**config.mk**
```make
export PLATFORM = sky130hd
export DESIGN_NAME = uart_sample_tx
export DESIGN_NICKNAME = d
export VERILOG_FILES = /design/src/rtl/uart_pkg.sv /design/src/rtl/sample_fifo.sv /design/src/rtl/uart_sample_tx.sv
export SDC_FILE = /design/constraint.sdc
export NUM_CORES = 1
export LEC_CHECK = 0
export ABC_AREA = 1
export BUFFER_PORTS_ARGS = -buffer_cell sky130_fd_sc_hd__buf_2
export CAP_MARGIN = 20
export CORE_MARGIN = 5
export CORE_UTILIZATION = 45
export DETAILED_ROUTE_END_ITERATION = 10
export HOLD_SLACK_MARGIN = 0.02
export PLACE_DENSITY = 0.74
export SLEW_MARGIN = 20
export SYNTH_ARGS = -nofsm -noshare
export SYNTH_HDL_FRONTEND = slang
export SYNTH_SLANG_ARGS = --single-unit
```
**constraint.sdc**
```tcl
create_clock -name clk -period 2.4 [get_ports clk]
set_input_delay 0.72 -clock clk [delete_from_list [all_inputs] [get_ports clk]]
set_output_delay 0.72 -clock clk [all_outputs]
set_load 0.01 [all_outputs]
```
**src/rtl/uart_pkg.sv**
```systemverilog
// Shared types and helpers for the UART sample transmit path.
// Frame geometry is fixed at 8N1: one start bit, eight data bits, one stop bit.
package uart_pkg;

    typedef enum logic [1:0] {
        IDLE  = 2'd0,
        START = 2'd1,
        DATA  = 2'd2,
        STOP  = 2'd3
    } tx_state_t;

    localparam int DATA_BITS  = 8;
    localparam int FRAME_BITS = 10;

    function automatic int clks_per_bit(input longint clk_hz, input longint baud);
        return int'(clk_hz / baud);
    endfunction

endpackage

```
**src/rtl/sample_fifo.sv**
```systemverilog
// Single-clock first-word-fall-through FIFO buffering samples ahead of the serialiser.
// Pushes while full and pops while empty are ignored, so callers may drive them freely.
module sample_fifo
    import uart_pkg::*;
#(
    parameter int WIDTH = 8,
    parameter int DEPTH = 16
) (
    input  logic             clk,
    input  logic             rst,
    input  logic             push,
    input  logic [WIDTH-1:0] din,
    input  logic             pop,
    output logic [WIDTH-1:0] dout,
    output logic             full,
    output logic             empty
);

    localparam int AW = $clog2(DEPTH);

    generate
        if (DEPTH < 2 || (DEPTH & (DEPTH - 1)) != 0) begin : g_bad_depth
            $error("sample_fifo: DEPTH must be a power of 2 and at least 2");
        end
    endgenerate

    logic [WIDTH-1:0] mem [DEPTH];
    logic [AW-1:0]    wr_ptr;
    logic [AW-1:0]    rd_ptr;
    logic [AW:0]      count;
    logic             do_push;
    logic             do_pop;

    assign full    = (count == (AW + 1)'(DEPTH));
    assign empty   = (count == '0);
    assign do_push = push && !full;
    assign do_pop  = pop && !empty;
    assign dout    = mem[rd_ptr];

    // Pointers are exactly AW bits wide so they wrap naturally at DEPTH.
    always_ff @(posedge clk or posedge rst) begin
        if (rst) begin
            wr_ptr <= '0;
            rd_ptr <= '0;
            count  <= '0;
        end else begin
            if (do_push) wr_ptr <= wr_ptr + AW'(1);
            if (do_pop)  rd_ptr <= rd_ptr + AW'(1);
            case ({do_push, do_pop})
                2'b10:   count <= count + (AW + 1)'(1);
                2'b01:   count <= count - (AW + 1)'(1);
                default: count <= count;
            endcase
        end
    end

    always_ff @(posedge clk) begin
        if (do_push) mem[wr_ptr] <= din;
    end

endmodule

```
**src/rtl/uart_sample_tx.sv**
```systemverilog
// Buffers 8-bit waveform samples and streams them back to the host as 8N1 UART frames.
// Back-to-back frames chain straight from stop into the next start with no idle cycle.
module uart_sample_tx
    import uart_pkg::*;
#(
    parameter int CLK_HZ     = 50_000_000,
    parameter int BAUD       = 115200,
    parameter int FIFO_DEPTH = 16
) (
    input  logic       clk,
    input  logic       rst,
    input  logic       in_valid,
    input  logic [7:0] in_data,
    output logic       in_ready,
    output logic       tx,
    output logic       busy,
    output logic       overflow
);

    localparam int CLKS_PER_BIT = clks_per_bit(CLK_HZ, BAUD);
    localparam int BW           = (CLKS_PER_BIT < 2) ? 1 : $clog2(CLKS_PER_BIT);

    localparam logic [1:0] S_IDLE  = IDLE;
    localparam logic [1:0] S_START = START;
    localparam logic [1:0] S_DATA  = DATA;
    localparam logic [1:0] S_STOP  = STOP;

    generate
        if (CLKS_PER_BIT < 2) begin : g_bad_baud
            $error("uart_sample_tx: CLK_HZ/BAUD must be at least 2");
        end
    endgenerate

    logic [1:0]           state;
    logic [BW-1:0]        baud_cnt;
    logic [2:0]           bit_idx;
    logic [DATA_BITS-1:0] shift;
    logic [DATA_BITS-1:0] head;
    logic                 full;
    logic                 empty;
    logic                 pop;
    logic                 baud_tc;

    sample_fifo #(
        .WIDTH (DATA_BITS),
        .DEPTH (FIFO_DEPTH)
    ) u_fifo (
        .clk   (clk),
        .rst   (rst),
        .push  (in_valid),
        .din   (in_data),
        .pop   (pop),
        .dout  (head),
        .full  (full),
        .empty (empty)
    );

    assign baud_tc  = (baud_cnt == BW'(CLKS_PER_BIT - 1));
    assign pop      = !empty && ((state == S_IDLE) || (state == S_STOP && baud_tc));
    assign in_ready = !full;
    assign busy     = (state != S_IDLE) || !empty;

    always_comb begin
        tx = 1'b1;
        case (state)
            S_START: tx = 1'b0;
            S_DATA:  tx = shift[0];
            default: tx = 1'b1;
        endcase
    end

    // Baud counter only advances outside IDLE; every bit is held CLKS_PER_BIT cycles.
    always_ff @(posedge clk or posedge rst) begin
        if (rst) begin
            state    <= S_IDLE;
            baud_cnt <= '0;
            bit_idx  <= '0;
            shift    <= '0;
            overflow <= 1'b0;
        end else begin
            if (in_valid && full) overflow <= 1'b1;
            case (state)
                S_IDLE: begin
                    if (!empty) begin
                        shift    <= head;
                        baud_cnt <= '0;
                        bit_idx  <= '0;
                        state    <= S_START;
                    end
                end
                S_START: begin
                    if (baud_tc) begin
                        baud_cnt <= '0;
                        bit_idx  <= '0;
                        state    <= S_DATA;
                    end else begin
                        baud_cnt <= baud_cnt + BW'(1);
                    end
                end
                S_DATA: begin
                    if (baud_tc) begin
                        baud_cnt <= '0;
                        shift    <= {1'b0, shift[DATA_BITS-1:1]};
                        if (bit_idx == 3'(DATA_BITS - 1)) begin
                            state <= S_STOP;
                        end else begin
                            bit_idx <= bit_idx + 3'd1;
                        end
                    end else begin
                        baud_cnt <= baud_cnt + BW'(1);
                    end
                end
                S_STOP: begin
                    if (baud_tc) begin
                        baud_cnt <= '0;
                        if (!empty) begin
                            shift   <= head;
                            bit_idx <= '0;
                            state   <= S_START;
                        end else begin
                            state <= S_IDLE;
                        end
                    end else begin
                        baud_cnt <= baud_cnt + BW'(1);
                    end
                end
                default: state <= S_IDLE;
            endcase
        end
    end

endmodule

```
# Yosys cells after proc, flatten, opt, wreduce, memory -nomap -nowiden
# Memory sizes are Yosys's and may differ from the RTL's.
# Index checks and enable logic that the tools add are counted.
# word_totals
elab_cells	71
inputBits	11
n_memories	1
out_inout_bits	4
ramBits	128
ff_bits	36
# op_classes
n_eq_ne	14
add_sub_neg	6
reduce_logical	18
muxes	24
# mem_list
memory	depth	word_bits	read_ports	rd_clocked_by_memory_dff	wr	line	text
u_fifo.mem	16	8	1	0	1	sample_fifo.sv:27	logic [WIDTH-1:0] mem [DEPTH];
# op_table
operator	n
8-bit 2-to-1 mux	3
8-bit case mux with 3 select lines	1
9-bit 2-to-1 mux	2
9-bit case mux with 2 select lines	1
3-bit 2-to-1 mux	5
2-bit != test, second input constant	6
3-bit case mux with 4 select lines	1
2-bit 2-to-1 mux	5
5-bit case mux with 2 select lines	1
9-bit by 1-bit adder with 9-bit output, second input constant	1
9-bit equality test, second input constant	1
4-bit by 1-bit adder with 4-bit output, second input constant	2
2-bit case mux with 4 select lines	1
2-bit equality test, second input constant	3
5-bit by 1-bit adder with 5-bit output, second input constant	1
5-bit equality test, second input constant	1
1-bit logical AND	5
5-bit zero test	1
5-bit AND reduction	1
5-bit by 1-bit subtractor with 5-bit output, second input constant	1
2-bit by 1-bit equality test with 1-bit output, second input constant	2
4-bit AND reduction	1
2-bit nonzero test	2
3-bit by 1-bit adder with 3-bit output, second input constant	1
other kinds (9)	13

# Depth between registers and ports, before layout
# logic_depth
word_depth	7
mapped_depth	16
ltp_nobuf	16

# By module
# From an unflattened synthesis, not the netlist that was laid out.
# hier_totals
cells_unflattened	788
hier_area_um2	7653.6
# modules_own_cells
mod	area_per_inst_um2	seq_area_each_um2	n_inst	cells_each
sample_fifo	6236.0	4169.0	1	623
uart_sample_tx	1417.6	575.6	1	165

# Least setup slack after synthesis
# OpenSTA, ideal clock, no wires.
# synth_timing
kind	reg2reg
start	register state[0]
end	register u_fifo.count[4]
path_stages_with_launch	15
t_arrival_ns	2.301
path_buffers	0
path_slack_ns	-0.022
period_less_slack_ns	2.422
setup_ns	0.121
required_time_ns	2.279
path_cell_list	dfrtp_1 > inv_1 > ha_1 > o21ai_0 > inv_1 > nand2_2 > inv_2 > ha_1 > fa_1 > a21oi_1 > o21bai_1 > a21oi_1 > o21ai_0 > nand2_1 > nand2_1
# synth_via
elab_chain_cells	7
word_cells_on_any_way	10
cone_classes	eq/ne (3); mux (1); reduce/logical (6)
# synth_rtl
element	line	text
start, declared	uart_sample_tx.sv:34	logic [1:0] state;
start signal, assigned	uart_sample_tx.sv:75	state <= S_IDLE;
start signal, assigned	uart_sample_tx.sv:88	state <= S_START;
start signal, assigned	uart_sample_tx.sv:95	state <= S_DATA;
2-bit equality test	uart_sample_tx.sv:59	assign pop = !empty && ((state == S_IDLE) || (state == S_STOP && baud_tc));
1-bit logical AND	uart_sample_tx.sv:59	
1-bit logical OR (*)	uart_sample_tx.sv:59	
1-bit logical AND (*)	uart_sample_tx.sv:59	
1-bit logical AND (*)	sample_fifo.sv:37	assign do_pop = pop && !empty;
named net u_fifo.do_pop	sample_fifo.sv:32	logic do_pop;
2-bit by 1-bit equality test with 1-bit output or 2-bit equality test (tied branches)	sample_fifo.sv:49	case ({do_push, do_pop})
5-bit case mux with 2 select lines or 2-bit nonzero test (tied branches)	n/a	
end signal, assigned	sample_fifo.sv:50	2'b10: count <= count + (AW + 1)'(1);
end signal, assigned	sample_fifo.sv:51	2'b01: count <= count - (AW + 1)'(1);
end signal, assigned	sample_fifo.sv:52	default: count <= count;
end, declared	sample_fifo.sv:30	logic [AW:0] count;
# The timed path passes the listed nets; every way through them passes the cells marked *.
# A chain may end at the register's enable or synchronous reset.

# Worst setup path after layout
# layout_timing
start	register baud_cnt[1]
end	register u_fifo.count[4]
# layout_via
elab_chain_cells	7
word_cells_on_any_way	9
cone_classes	eq/ne (3); mux (1); reduce/logical (5)
# layout_rtl
element	line	text
start, declared	uart_sample_tx.sv:35	logic [BW-1:0] baud_cnt;
start signal, assigned	uart_sample_tx.sv:97	baud_cnt <= baud_cnt + BW'(1);
start signal, assigned	uart_sample_tx.sv:110	baud_cnt <= baud_cnt + BW'(1);
start signal, assigned	uart_sample_tx.sv:124	baud_cnt <= baud_cnt + BW'(1);
9-bit equality test (*)	uart_sample_tx.sv:58	assign baud_tc = (baud_cnt == BW'(CLKS_PER_BIT - 1));
1-bit logical AND (*)	uart_sample_tx.sv:59	
1-bit logical OR (*)	uart_sample_tx.sv:59	
1-bit logical AND (*)	uart_sample_tx.sv:59	
1-bit logical AND (*)	sample_fifo.sv:37	
named net u_fifo.do_pop	sample_fifo.sv:32	
2-bit by 1-bit equality test with 1-bit output or 2-bit equality test (tied branches)	sample_fifo.sv:49	
5-bit case mux with 2 select lines or 2-bit nonzero test (tied branches)	n/a	
# Marked as above.

==> impl.org <==
** Run status
- Result of the run :: completed

** Logic synthesis
- Cell variety after synth :: 32
- In the synthesized netlist the dominant register cell turns out to be edfxtp_1.
- Synthesis handed over a netlist of 760 instances.
- During synthesis, Yosys emitted a total of 0 warnings.
- Yosys reg bits :: 164
- Mapped Nets :: 790
- Each instance of the synthesized netlist takes up on average 9.937 um2.
- Count of flip-flops with a built-in enable after synthesis :: 128
- Summed instance area of the synthesized netlist :: 7552 um2
- Async set-reset flop share out of synthesis :: 21.95%
- Share of the yosys chip area belonging to registers :: 62.82%

** Route
- After detailed routing, the average wire length per cell comes to 14.98 um.
- Count of antenna-violating nets left after detailed routing :: 0
- For this block, the via count after detailed routing is 5137.
- DRT Pass-1 Iters :: 5
- For this block, the routed nets add up to 15580 um of wire.
- Post-route DRC :: 0
- Detail-routed via count per cell :: 4.939
- After the first detailed-routing iteration, the DRC count stood at 451.

** Critical path
- Startpoint of the lowest-slack register-to-register path :: baud_cnt[1]$_DFFE_PP0P_
- Data on the critical path is required at its endpoint by 2.71 ns.
- STA classifies the critical path startpoint as a register.
- Sequence of cells on the critical path :: inv_2 -> ha_1 -> nand2_1 -> nor3_2 -> nand2_2 -> nand2_2 -> nand2_2 -> inv_2 -> ha_4 -> ha_4 -> a21oi_2 -> o21bai_2 -> a21oi_2 -> o21ai_1 -> nand2_1 -> nand2_1
- The worst setup path is captured at a register.
- The largest individual stage delay along the critical path comes from the cell dfrtp_1.
- Top fanout value on the critical path :: 5
- Worst EP arrival :: 2.58 ns
- Critical Path Max Stage Delay :: 0.39 ns
- In this run the worst setup path begins at baud_cnt[1]$_DFFE_PP0P_.
- Setup CP Type :: reg -> reg
- For flop-to-flop paths, the worst setup slack is 0.13 ns.

** Global route
- Entering global routing, the biggest net connects 46 pins.
- The first global-routing pass estimated 24990 um of wire.
- Global-route usage over all layers :: 16.40%
- Summed over all layers, the global routing overflow is 0.
- The number of global-route vias before repair came to 4943.
- Initial antenna violation count :: 0

** Clocking
- CTS tree :: yes
- Clock latency on the worst-skew pair, taken at its later pin, is 0.43 ns.
- Inserted Clock Buffers :: 17
- The clock passes through at most 2 buffers.
- H-Tree Depth :: 4
- The tree built by TritonCTS fans out to 164 sinks.
- Hold-fix buffers at CTS :: 0
- Clock Tree Root :: clkbuf_16
- Clock-pin slew was measured on the worst setup and hold paths at 0.06 ns.

** Power and ir drop
- The analysis attributes to cell leakage a power of 3.836 nW.
- For this design the ratio of total power to cell area is 1201 nW/um2.
- The clock network is responsible for 26.3% of the overall power.
- Maximum resistive drop on vdd :: 0.0005638 V
- Cell Int Power :: 0.006683 W
- Per report_power, the sequential group accounts for 36.2% of the total.
- Of the total power, the share spent switching nets is 36.35%.
- Psw :: 0.003817 W
- Relative contribution of combinational cells to total power :: 37.5%

** Floorplanning
- IO Count :: 15
- In this run the standard cell core region covers 16520 um2.
- Full die area :: 19470 um2
- The initial utilization of the core area, before any placement, comes to 45.70%.
- In this run the vertical extent of the chip is 139.6 um.
- After floorplanning, the core was divided into 47 placement rows.
- From left edge to right edge, the die measures 139.6 um.

** Placed design
- Count of buffers inserted at the top-level ports :: 14
- After detailed placement, the total cell area comes to 8046 um2.
- Prior to clock tree synthesis, the placed netlist has a worst setup slack of -0.06081 ns.
- HPWL after detailed placement :: 9898 um
- Global placement routability congestion :: 0.7915

** Timing
- Pins Over Slew Limit :: 0
- Part of the cycle the worst path needs :: 94.47%
- Final Critical Period :: 2.267 ns
- Post-layout worst setup margin :: 0.1327 ns
- Static timing analysis puts the maximum clock frequency at 441.1 MHz.
- Setup violation total in the final timing report :: 0
- The count of endpoints failing hold in the final timing report is 0.
- Headroom to the max-slew limit came out at 46.19%.
- For the pin with the worst max-slew slack, the measured transition is 0.8060 ns.
- Setup TNS :: 0 ns
- Post-route clock skew :: 0.01602 ns

** Cells and area
- Compared with the post-synthesis result, the final layout area differs by 15.74%.
- Final std cell area, no fill :: 8741 um2
- Layout cells sized above 1 :: 16.10%
- Final antenna diode count :: 0
- Area taken by flip-flops and latches :: 4746 um2
- Area occupied by multi-input gates :: 2308 um2
- In the final design database the tool counted 837 nets.
- The filler cells instantiated in the layout total 1384.

** Hold path
- In this run the worst hold path is classified as in -> async.

** Flow run
- Maximum Capacitance Violations :: 0
## layer usage
| layer | global-route usage, % | share of wire (%) |
|---|---|---|
| met4 | 6.578 | 1.8 |
| met1 | 20.86 | 42 |
| met2 | 28.19 | 51 |
| met5 | 0 | 0 |
| met3 | 2.573 | 4.4 |
## layout make-up
type	instances	area share (%)
sequential	164	54.29
multi-input combinational	456	26.41
clock buffer	24	5.511
inverter	113	4.853
timing repair buffer	55	4.323
tap	220	3.149
clock inverter	8	1.460
## power by group through the flow
stage               registers (W)  logic [W]  clock network (W)
finish                    0.00380    0.00394            0.00276
global route              0.00384    0.00442            0.00293
CTS                       0.00379    0.00387            0.00280
detailed placement        0.00384    0.00377                  0
global placement          0.00383    0.00368                  0
floorplan                 0.00380    0.00273                  0
## Yosys cell counts (2+ instances only)
| cell type | number | area share (%) |
|---|---|---|
| a21oi_1 | 6 | 0.40 |
| buf_2 | 16 | 1.1 |
| nor3_1 | 2 | 0.13 |
| nand2_1 | 182 | 9.0 |
| o211ai_1 | 4 | 0.40 |
| inv_2 | 3 | 0.15 |
| xnor2_1 | 2 | 0.23 |
| inv_1 | 108 | 5.4 |
| nor2_1 | 53 | 2.6 |
| or2_2 | 23 | 1.9 |
| o21ai_0 | 23 | 1.5 |
| edfxtp_1 | 128 | 51 |
| xor2_1 | 6 | 0.70 |
| clkinv_1 | 2 | 0.099 |
| dfrtp_1 | 36 | 12 |
| nand3_1 | 115 | 7.6 |
| nor2_2 | 2 | 0.17 |
| a22oi_1 | 2 | 0.20 |
| nand3b_1 | 3 | 0.30 |
| clkbuf_1 | 9 | 0.45 |
| nand4_1 | 3 | 0.25 |
| ha_1 | 18 | 3.0 |
| nand2_2 | 5 | 0.41 |
## path summary, 6_finish.rpt
| path | cells past startpoint | endpoint |
|---|---|---|
| max | 16 | u_fifo.count[4]$_DFFE_PP0P_ |
| min | 3 | u_fifo.wr_ptr[0]$_DFFE_PP0P_ |
| max reg2reg | 16 | u_fifo.count[4]$_DFFE_PP0P_ |
| min reg2reg | 1 | overflow$_DFFE_PP0P_ |
| max in group asynchronous | 3 | u_fifo.rd_ptr[0]$_DFFE_PP0P_ |
| min in group clk | 1 | overflow$_DFFE_PP0P_ |
## timing repair
action / 4_1_cts / 5_1_grt
endpoints found under the setup margin: 1 / 2
setup buffers: 3 / 1
pin swaps: 1 / 5
gates resized for setup: 5 / 12
## stage by stage
stage	hold WS (ns)	utilization, %	std cells	power [W]
2_1_floorplan	0.4419	-	760	0.006528
3_3_place_gp	0.4412	48.69	1004	0.007510
3_5_place_dp	0.4425	48.69	1004	0.007615
4_1_cts	0.4032	52.62	1039	0.01046
5_1_grt	0.4778	52.90	1040	0.01119
6_report	0.3847	52.90	1040	0.01050
## flip-flops by register name (all words and copies together) (netlist names)
name and cells:
u_fifo.mem 128, baud_cnt 9, shift 8, u_fifo.count 5, u_fifo.rd_ptr 4, u_fifo.wr_ptr 4, bit_idx 3, state 2
overflow 1
## cells in the final DEF, fill, tap and decap left out, types with 2 or more instances in the layout
cell type,Yosys,final
a21oi_1,6,4
a21oi_2,0,2
a22oi_1,2,2
buf_2,16,14
buf_4,1,41
bufinv_16,0,3
clkbuf_1,9,4
clkbuf_16,0,17
clkbuf_8,0,3
clkinv_1,2,2
clkinv_4,0,2
clkinvlp_4,0,2
dfrtp_1,36,35
edfxtp_1,128,128
ha_1,18,15
ha_4,0,2
inv_1,108,106
inv_2,3,5
nand2_1,182,182
nand2_2,5,5
nand3_1,115,114
nand3b_1,3,3
nand4_1,3,3
nor2_1,53,52
nor2_2,2,3
nor3_2,1,2
o211ai_1,4,4
o21ai_0,23,20
o21ai_1,0,2
or2_2,23,23
xnor2_1,2,2
xor2_1,6,6
## cell families (layout without fill, tap and decap cells)
kind of cell             Yosys count  in the layout  synth area share (%)
adder cells (fa/ha/maj)           19             19                 3.247
AO/OA/AOI/OAI                     39             39                 2.883
flip-flops                       164            164                 62.82
XOR/XNOR                           8              8                0.9278
buffers and inverters            140            200                 7.373
AND/OR/NAND/NOR                  390            390                 22.75
## worst max-delay path, delay by kind of cell, from the launching register on
family | cells | cell delay [ns]
DFF | 1 | 0.39
and+or+nand+nor | 7 | 0.60
buffers and inverters | 2 | 0.15
AOI/OAI and AO/OA | 4 | 0.49
adders and majority gates | 3 | 0.53
Note: power is estimated with default switching activity, not from simulation.
